--- src/rtl/debug_pkg.sv ---
// Shared constants, command bytes and state encoding for the pipeline debug sequencer.
package debug_pkg;

  localparam int unsigned NB_DATA     = 32;
  localparam int unsigned NB_REG_ADDR = 5;
  localparam int unsigned N_REGS      = 32;
  localparam int unsigned NB_BYTE     = 8;
  localparam int unsigned NB_STATE    = 3;
  localparam int unsigned NB_CYCLE    = 32;

  localparam logic [NB_BYTE-1:0] CMD_RUN  = 8'h63;
  localparam logic [NB_BYTE-1:0] CMD_STEP = 8'h73;
  localparam logic [NB_BYTE-1:0] CMD_HALT = 8'h68;
  localparam logic [NB_BYTE-1:0] CMD_DUMP = 8'h72;

  typedef enum logic [NB_STATE-1:0] {
    ST_IDLE      = 3'd0,
    ST_RUN       = 3'd1,
    ST_STEP      = 3'd2,
    ST_DUMP_LOAD = 3'd3,
    ST_DUMP_SEND = 3'd4,
    ST_CYCLES    = 3'd5
  } state_e;

endpackage

--- src/rtl/pipeline_debug_sequencer_if.sv ---
// UART-side byte streams: command bytes in, dump bytes out, both valid/ready.
interface pipeline_debug_sequencer_if;
  import debug_pkg::*;

  logic               cmd_valid;
  logic [NB_BYTE-1:0] cmd_data;
  logic               cmd_ready;
  logic               tx_valid;
  logic [NB_BYTE-1:0] tx_data;
  logic               tx_ready;

  // master is the UART pair, slave is the sequencer
  modport master (output cmd_valid, cmd_data, tx_ready,
                  input  cmd_ready, tx_valid, tx_data);
  modport slave  (input  cmd_valid, cmd_data, tx_ready,
                  output cmd_ready, tx_valid, tx_data);
endinterface

--- src/rtl/pipeline_debug_sequencer_word_serializer.sv ---
// Loads a 32-bit word and emits it as 4 bytes MSB-first over valid/ready.
module word_serializer
  import debug_pkg::*;
(
  input  logic               i_clk,
  input  logic               i_reset,
  input  logic               i_load,
  input  logic [NB_DATA-1:0] i_word,
  output logic               o_valid,
  output logic [NB_BYTE-1:0] o_data,
  input  logic               i_ready,
  output logic               o_done_c
);
  localparam int unsigned NB_COUNT = 2;

  logic [NB_DATA-1:0]  shreg;
  logic [NB_COUNT-1:0] count;
  logic                fire;

  assign fire     = o_valid & i_ready;
  assign o_done_c = fire & (count == NB_COUNT'(3));
  assign o_data   = shreg[NB_DATA-1 -: NB_BYTE];

  // a load always wins so a new word can follow the last byte back-to-back
  always_ff @(posedge i_clk or posedge i_reset) begin
    if (i_reset) begin
      shreg   <= '0;
      count   <= '0;
      o_valid <= 1'b0;
    end else if (i_load) begin
      shreg   <= i_word;
      count   <= '0;
      o_valid <= 1'b1;
    end else if (fire) begin
      shreg <= shreg << NB_BYTE;
      count <= count + NB_COUNT'(1);
      if (count == NB_COUNT'(3)) o_valid <= 1'b0;
    end
  end
endmodule

--- src/rtl/pipeline_debug_sequencer.sv ---
// Debug controller: pipeline halt/step control and register-bank dump over UART.
// Optional DBG_CYCLE_COUNT_EN appends a 32-bit running-cycle counter to each dump.
module pipeline_debug_sequencer
  import debug_pkg::*;
(
  input  logic                       i_clk,
  input  logic                       i_reset,
  pipeline_debug_sequencer_if.slave  bus,
  output logic                       o_halt,
  input  logic                       i_prog_halt,
  output logic [NB_REG_ADDR-1:0]     o_r_addr,
  input  logic [NB_DATA-1:0]         i_r_data,
  output logic                       o_prog_done,
  output logic [NB_STATE-1:0]        o_state
);
  state_e                 state, state_nxt;
  logic                   cmd_fire_c;
  logic                   last_reg_c;
  logic                   prog_done_set_c;
  logic                   halt_nxt_c;
  logic                   cmd_ready_nxt_c;
  logic [NB_REG_ADDR-1:0] r_addr_nxt_c;
  logic                   ser_load_c;
  logic [NB_DATA-1:0]     ser_word_c;
  logic                   ser_done_c;

  assign cmd_fire_c = bus.cmd_valid & bus.cmd_ready;
  assign last_reg_c = (o_r_addr == NB_REG_ADDR'(N_REGS - 1));
  assign o_state    = state;

`ifdef DBG_CYCLE_COUNT_EN
  logic [NB_CYCLE-1:0] cycle_cnt;

  // counts every cycle the pipeline is allowed to advance
  always_ff @(posedge i_clk or posedge i_reset) begin
    if (i_reset)      cycle_cnt <= '0;
    else if (!o_halt) cycle_cnt <= cycle_cnt + NB_CYCLE'(1);
  end

  assign ser_load_c = (state == ST_DUMP_LOAD) |
                      ((state == ST_DUMP_SEND) & ser_done_c & last_reg_c);
  assign ser_word_c = (state == ST_DUMP_LOAD) ? i_r_data : NB_DATA'(cycle_cnt);
`else
  assign ser_load_c = (state == ST_DUMP_LOAD);
  assign ser_word_c = i_r_data;
`endif

  word_serializer u_word_serializer (
    .i_clk    (i_clk),
    .i_reset  (i_reset),
    .i_load   (ser_load_c),
    .i_word   (ser_word_c),
    .o_valid  (bus.tx_valid),
    .o_data   (bus.tx_data),
    .i_ready  (bus.tx_ready),
    .o_done_c (ser_done_c)
  );

  // next state, plus next values of the registered outputs
  always_comb begin
    state_nxt       = state;
    prog_done_set_c = 1'b0;
    case (state)
      ST_IDLE: begin
        if (cmd_fire_c) begin
          case (bus.cmd_data)
            CMD_RUN:  if (!o_prog_done) state_nxt = ST_RUN;
            CMD_STEP: if (!o_prog_done) state_nxt = ST_STEP;
            CMD_DUMP: state_nxt = ST_DUMP_LOAD;
            default:  state_nxt = ST_IDLE;
          endcase
        end
      end
      ST_RUN: begin
        if (i_prog_halt) begin
          prog_done_set_c = 1'b1;
          state_nxt       = ST_DUMP_LOAD;
        end else if (cmd_fire_c && (bus.cmd_data == CMD_HALT)) begin
          state_nxt = ST_IDLE;
        end
      end
      ST_STEP: begin
        if (i_prog_halt) begin
          prog_done_set_c = 1'b1;
          state_nxt       = ST_DUMP_LOAD;
        end else begin
          state_nxt = ST_IDLE;
        end
      end
      ST_DUMP_LOAD: state_nxt = ST_DUMP_SEND;
      ST_DUMP_SEND: begin
        if (ser_done_c) begin
          if (!last_reg_c) state_nxt = ST_DUMP_LOAD;
          else
`ifdef DBG_CYCLE_COUNT_EN
            state_nxt = ST_CYCLES;
`else
            state_nxt = ST_IDLE;
`endif
        end
      end
`ifdef DBG_CYCLE_COUNT_EN
      ST_CYCLES: if (ser_done_c) state_nxt = ST_IDLE;
`endif
      default: state_nxt = ST_IDLE;
    endcase

    halt_nxt_c      = !((state_nxt == ST_RUN) || (state_nxt == ST_STEP));
    cmd_ready_nxt_c = (state_nxt == ST_IDLE) || (state_nxt == ST_RUN);

    case (state_nxt)
      ST_DUMP_LOAD: r_addr_nxt_c = (state == ST_DUMP_SEND) ? o_r_addr + NB_REG_ADDR'(1) : '0;
      ST_DUMP_SEND: r_addr_nxt_c = o_r_addr;
      default:      r_addr_nxt_c = '0;
    endcase
  end

  always_ff @(posedge i_clk or posedge i_reset) begin
    if (i_reset) begin
      state         <= ST_IDLE;
      o_halt        <= 1'b1;
      bus.cmd_ready <= 1'b1;
      o_r_addr      <= '0;
      o_prog_done   <= 1'b0;
    end else begin
      state         <= state_nxt;
      o_halt        <= halt_nxt_c;
      bus.cmd_ready <= cmd_ready_nxt_c;
      o_r_addr      <= r_addr_nxt_c;
      if (prog_done_set_c) o_prog_done <= 1'b1;
    end
  end
endmodule

--- src/flat_wrapper.sv ---
// flat-port wrapper written by rule: the top's interface ports become plain ports
module pipeline_debug_sequencer_flat import debug_pkg::*;
  (i_clk, i_reset, o_halt, i_prog_halt, o_r_addr, i_r_data, o_prog_done, o_state, bus_cmd_valid, bus_cmd_data, bus_tx_ready, bus_cmd_ready, bus_tx_valid, bus_tx_data);
  pipeline_debug_sequencer_if bus_i ();
  input  logic i_clk;
  input  logic i_reset;
  output logic o_halt;
  input  logic i_prog_halt;
  output logic [NB_REG_ADDR-1:0] o_r_addr;
  input  logic [NB_DATA-1:0] i_r_data;
  output logic o_prog_done;
  output logic [NB_STATE-1:0] o_state;
  input wire logic [$bits(bus_i.cmd_valid)-1:0] bus_cmd_valid;
  input wire logic [$bits(bus_i.cmd_data)-1:0] bus_cmd_data;
  input wire logic [$bits(bus_i.tx_ready)-1:0] bus_tx_ready;
  output wire logic [$bits(bus_i.cmd_ready)-1:0] bus_cmd_ready;
  output wire logic [$bits(bus_i.tx_valid)-1:0] bus_tx_valid;
  output wire logic [$bits(bus_i.tx_data)-1:0] bus_tx_data;
  assign bus_i.cmd_valid = bus_cmd_valid;
  assign bus_i.cmd_data = bus_cmd_data;
  assign bus_i.tx_ready = bus_tx_ready;
  assign bus_cmd_ready = bus_i.cmd_ready;
  assign bus_tx_valid = bus_i.tx_valid;
  assign bus_tx_data = bus_i.tx_data;
  pipeline_debug_sequencer u_core (.i_clk(i_clk), .i_reset(i_reset), .bus(bus_i), .o_halt(o_halt), .i_prog_halt(i_prog_halt), .o_r_addr(o_r_addr), .i_r_data(i_r_data), .o_prog_done(o_prog_done), .o_state(o_state));
endmodule
--- config.mk ---
export PLATFORM = sky130hd
export DESIGN_NAME = pipeline_debug_sequencer_flat
export DESIGN_NICKNAME = d
export VERILOG_FILES = /design/src/rtl/debug_pkg.sv /design/src/rtl/pipeline_debug_sequencer_if.sv /design/src/rtl/pipeline_debug_sequencer_word_serializer.sv /design/src/rtl/pipeline_debug_sequencer.sv /design/src/flat_wrapper.sv
export SDC_FILE = /design/constraint.sdc
export NUM_CORES = 1
export LEC_CHECK = 0
export CAP_MARGIN = 10
export CORE_ASPECT_RATIO = 0.8
export CORE_MARGIN = 1
export CORE_UTILIZATION = 35
export DETAILED_ROUTE_END_ITERATION = 7
export GPL_TIMING_DRIVEN = 0
export PLACE_DENSITY = 0.6
export SETUP_SLACK_MARGIN = 0.2
export SYNTH_ARGS = -nofsm -noshare
export SYNTH_HDL_FRONTEND = slang
export SYNTH_SLANG_ARGS = --single-unit
--- constraint.sdc ---
create_clock -name i_clk -period 4.9 [get_ports i_clk]
set_clock_uncertainty 0.05 [all_clocks]
set_input_delay 1.47 -clock i_clk [delete_from_list [all_inputs] [get_ports i_clk]]
set_output_delay 1.47 -clock i_clk [all_outputs]
set_load 0.01 [all_outputs]
# Word-level counts from Yosys, hierarchy flattened
# Cells that the tools add are included.
word_totals:
  register_bits: 46
  latchBits: 0
  mem_bits_rw: 0
  romBits: 0
  in_bits: 45
  output_inout_bits: 20
  elab_cells: 58
  memories: 0
classes:
  add_sub_neg: 2
  n_mul: 0
  div: 0
  magnitude_cmp: 0
  eq_ne: 14
  shifts: 0
  muxes: 21
  bitwise_logic: 3
  n_reduce_logical: 10
op_table:
  columns: ["op", "count"]
  rows:
  - ["32-bit 2-to-1 mux", 2]
  - ["8-bit by 7-bit == test with 1-bit output, second input constant", 4]
  - ["3-bit 2-to-1 mux", 6]
  - ["3-bit one-hot mux with 5 select lines", 1]
  - ["3-bit by 2-bit == test with 1-bit output, second input constant", 4]
  - ["5-bit one-hot mux with 2 select lines", 1]
  - ["3-bit one-hot mux with 3 select lines", 1]
  - ["2-bit 2-to-1 mux", 4]
  - ["3-bit by 1-bit == test with 1-bit output, second input constant", 2]
  - ["3-bit == test, second input constant", 2]
  - ["3-bit zero test", 2]
  - ["5-bit by 1-bit adder with 5-bit output, second input constant", 1]
  - ["5-bit == test, second input constant", 1]
  - ["1-bit 2-to-1 mux", 5]
  - ["5-bit 2-to-1 mux", 1]
  - ["2-bit nonzero test", 2]
  - ["1-bit AND", 3]
  - ["2-bit by 1-bit adder with 2-bit output, second input constant", 1]
  - ["2-bit == test, second input constant", 1]
  - ["1-bit logical OR", 2]
  - ["2-bit AND reduction", 1]
  - ["2-bit OR reduction", 1]
  - ["1-bit logical AND", 1]
  - ["1-bit zero test", 1]

# Depth between registers and ports, before layout
logic_depth:
  depth_word: 8
  mapped_depth: 6
  mapped_depth_nobuf: 6

# Cells and area by module
# A second synthesis with hierarchy kept.
hier_totals:
  cells_unflattened: 245
  hier_area_um2: 2592.5
modules_own_cells:
  columns: ["module", "n_inst", "cells_each", "area_per_inst_um2", "seq_area_each_um2"]
  rows:
  - ["word_serializer", 1, 194, 2011.9, 875.8]
  - ["pipeline_debug_sequencer", 1, 51, 580.6, 277.8]

# Least setup slack after synthesis
# Ideal clock, no wire load.
synth_path:
  path_kind: "in2reg"
  start: "input port bus_cmd_data[0]"
  end: "register u_core.state[0] (netlist: u_core.o_state[0])"
  setup_ps: 139
  arrival_ps: 2627
  required_ps: 4711
  path_slack_ps: 2084
  stages: 4
  path_buffers: 0
  path_cell_list: "or4b_1 > nor3_1 > nor4b_1 > or4_1"
synth_between:
  elab_chain_len: 5
  elab_cells_between_ends: 10
  classes_between: "4 x eq/ne; 5 x mux; 1 x reduce/logical"
synth_lines:
  columns: ["item", "line_no", "source"]
  rows:
  - ["start, declared", "flat_wrapper.sv:14", "input wire logic [$bits(bus_i.cmd_data)-1:0] bus_cmd_data;"]
  - ["8-bit by 7-bit == test with 1-bit output", "pipeline_debug_sequencer.sv:78", "end else if (cmd_fire_c && (bus.cmd_data == CMD_HALT)) begin"]
  - ["1-bit logical AND", "pipeline_debug_sequencer.sv:78", null]
  - ["3-bit 2-to-1 mux", "pipeline_debug_sequencer.sv:78", null]
  - ["3-bit 2-to-1 mux", "pipeline_debug_sequencer.sv:75", "if (i_prog_halt) begin"]
  - ["3-bit one-hot mux with 5 select lines (*)", "pipeline_debug_sequencer.sv:63", "case (state)"]
  - ["via u_core.state_nxt[0]", "pipeline_debug_sequencer.sv:16", "state_e state, state_nxt;"]
  - ["end signal, assigned", "pipeline_debug_sequencer.sv:126", "state <= state_nxt;"]
  - ["end, declared", "pipeline_debug_sequencer.sv:16", null]
# Mark *: on every way through the listed nets, which the timed path passes. The rest lies on a longest branch.
# A chain may end at the register's enable or synchronous reset.

# Final worst setup path
# Same ends and word-level chain as after synthesis.

==> flow_summary_export.csv <==
group,metric,value,unit
floorplanning,core_area,5943,µm²
floorplanning,ios,65,
sta,final_hold_viol_count,0,
synthesis,synth.distinct_cells,36,
clock_network,clk_pin_slew,0.08,ns
placed_design,gp_congestion,0.7569,
setup_path,path_cells,"clkdlybuf4s50_1 -> or4b_1 -> nor3_1 -> nor4b_1 -> or4_1",
setup_path,r2r_cells,6,
clock_network,cts.sinks,46,
sta,timing.final.crit_period,3.045,ns
synthesis,avgSynthCellArea,10.25,µm²
synthesis,synth_edf_count,0,
setup_path,critPathLaunchType,"primary input",
route,drt-total-wl,4672,µm
power_and_ir_drop,peakVddDrop,0.0002230,V
floorplanning,start_util,36.40,%
synthesis,yosys_warnings,0,
finish,drive_above_1_share,9.155,%
synthesis,seq_area_frac_synth,53.33,%
finish,post-route-util,51.07,%
setup_path,crit_arrival,3.16,ns
power_and_ir_drop,clock_power_share,18.8,%
grt,grt_use_total,15.95,%
route,via_per_inst,4.562,
hold_path,hold_start,"u_core.u_word_serializer.shreg[4]",
floorplanning,dieWidth,89.90,µm
hold_path,min_to,"u_core.u_word_serializer.shreg[4]",
route,remaining_drc_errors,0,
sta,worstMarginPinSlew,0.6011,ns
clock_network,cts_max_level,2,
grt,overflow,0,
finish,most-common-layout-cells,"clkdlybuf4s50_1, nand2_1, dfrtp_1",
sta,fmax,328.4,MHz
route,drtAntennaViolNets,0,
setup_path,r2r-end,"u_core.bus.cmd_ready",
setup_path,reg2reg_setup_slack,2.90,ns
setup_path,cp_max_fo,4,
sta,rsz0062_at_grt,"no",
grt,grt_pass1_wl,7962,µm
route,routedWlPerCell,12.80,µm
finish,n_antenna_cell,0,
floorplanning,dieHeight,72.32,µm
grt,grt_max_degree,38,
setup_path,crit_type,"in2reg",
grt,grt_pass1_vias,1629,
floorplanning,rows,25,
clock_network,ctsResizeCount,0,
sta,setup_viol,0,
sta,slew_violations,0,
clock_network,cts_setup_buffers,0,
synthesis,synth.cell_area,2163,µm²
hold_path,whs_path_depth,2,
power_and_ir_drop,p_seq_share,43.7,%
power_and_ir_drop,powerDensity,458.9,nW/µm²
run,max_cap_viol_count,0,
clock_network,cts-root-buf,"clkbuf_8",
setup_path,crit_family,"simple AND/OR/NAND/NOR gates",
clock_network,cts-hold-fix-buffers,0,
setup_path,cp_num_buf_inv,1,
setup_path,crit_path_end_kind,"flip-flop",
clock_network,cts_tree,"yes",
placed_design,portBuffers,64,
synthesis,synth-seq-cells,46,
finish,nNetsFinal,331,
sta,finalHoldWorstSlack,0.4618,ns
hold_path,hp-class,"reg2reg",
route,dr.pass1.iters,4,
setup_path,worstPathRequired,5.02,ns
clock_network,clock_latency,0.29,ns
clock_network,numCtsBuffers,5,
finish,final_common_cell,"clkdlybuf4s50_1",
sta,timing.slew.headroom,59.71,%
setup_path,slowest_stage,"or4b_1",
power_and_ir_drop,p_sw_share,32.27,%
power_and_ir_drop,comb_power_share,37.4,%
power_and_ir_drop,p_int,943.5,µW
setup_path,max_stage_delay,0.53,ns
finish,area_delta_synth_final,40.31,%
route,drtIter0Drc,60,
synthesis,synth-async-reset-ratio,100.0,%
setup_path,r2r_start,"u_core.o_r_addr[0]",
synthesis,synth-main-ff-cell,"dfrtp_1",
power_and_ir_drop,netSwitchingPower,449.5,µW
power_and_ir_drop,power.leakage,1.420,nW
sta,period_share,62.14,%
clock_network,cts_buffer_depth,2,
sta,setup_tns,0,ns
synthesis,synthCells,211,
grt,antenna_found_initial,0,
floorplanning,dieArea,6502,µm²
route,vias,1665,
outcome,run_status,"finished, final reports clean",
synthesis,synth_nets,259,
placed_design,place_hpwl,3494,µm
## final cells by class
class                   count  area, µm²
multi-input cells         147      909.6
inverters                   1      3.754
fillers                   567       2908
clock buffers               8      110.1
repair buffers             65      660.6
well taps                  81      101.3
flip-flops and latches     46       1154
plain buffers              17      96.34
## per-layer routing
layer	up-vias	track usage, %	wire length, µm
li1	878	-	-
met1	746	23.88	2508
met2	36	22.56	1942
met3	5	3.145	150
met4	0	6.452	70
met5	-	0	0
## flip-flops by register name, indices dropped and copies added (netlist names)
signal	count
u_core.bus.cmd_ready	1
u_core.o_halt	1
u_core.o_prog_done	1
u_core.o_r_addr	5
u_core.o_state	3
u_core.u_word_serializer.count	2
u_core.u_word_serializer.o_valid	1
u_core.u_word_serializer.shreg	32
## worst max-delay path by stage
stage                     from                 end  slack [ns]  depth (start not counted)
2_1_floorplan  bus_cmd_data[0]   u_core.o_state[0]        2.08                          4
3_3_place_gp           i_reset  u_core.o_r_addr[0]        1.37                          2
3_5_place_dp   bus_cmd_data[0]   u_core.o_state[0]        1.52                          5
4_1_cts        bus_cmd_data[0]   u_core.o_state[0]        1.85                          5
5_1_grt        bus_cmd_data[0]   u_core.o_state[0]        1.82                          5
6_report       bus_cmd_data[0]   u_core.o_state[0]        1.86                          5
## worst register-to-register path, stage by stage (launching register included)
cell and delay [ns]:
dfrtp_1 0.41, ha_1 0.24, and3_1 0.19, ha_1 0.20, nor3_2 0.53, a311o_1 0.25, nor2_1 0.05
## power groups by stage
stage                     combinational [mW]  sequential [mW]  clock [mW]
after floorplan                        0.333            0.597           0
after global placement                 0.516            0.614           0
after detailed placement               0.527            0.617           0
after CTS                              0.529            0.610       0.272
after global routing                   0.588            0.628       0.288
final                                  0.522            0.609       0.262
## Yosys cell counts (2+ instances only)
cell / number / share of area [%]
buf_2: 2 / 0.46
nor2_1: 6 / 1.0
mux2i_1: 25 / 12
dfstp_2: 2 / 2.4
dfrtp_1: 44 / 51
and3_1: 2 / 0.58
nor4_1: 2 / 0.58
ha_1: 3 / 1.7
nand2_1: 46 / 8.0
clkbuf_1: 7 / 1.2
or4b_1: 2 / 0.93
nand3_1: 11 / 2.5
buf_4: 8 / 2.8
a22o_1: 3 / 1.2
o21ai_1: 25 / 5.8
o21ai_0: 3 / 0.69
## metrics by stage
stage	std cells	worst slack, ns	cell area, µm²	total power [mW]
after floorplan	211	2.084	2163	0.9302
after global placement	356	1.367	2905	1.130
after detailed placement	357	1.522	2925	1.144
after CTS	365	1.854	3035	1.411
after global routing	365	1.816	3035	1.503
final	365	1.855	3035	1.393
## cells by family after synthesis
family	synth area share, %
AOI/OAI and AO/OA	8.733
buffers and inverters	4.627
muxes	12.09
and+or+nand+nor	18.68
xor gates and xnor gates	0.8099
adders and majority gates	1.735
DFF	53.33
Note: power is estimated with default switching activity, not from simulation.
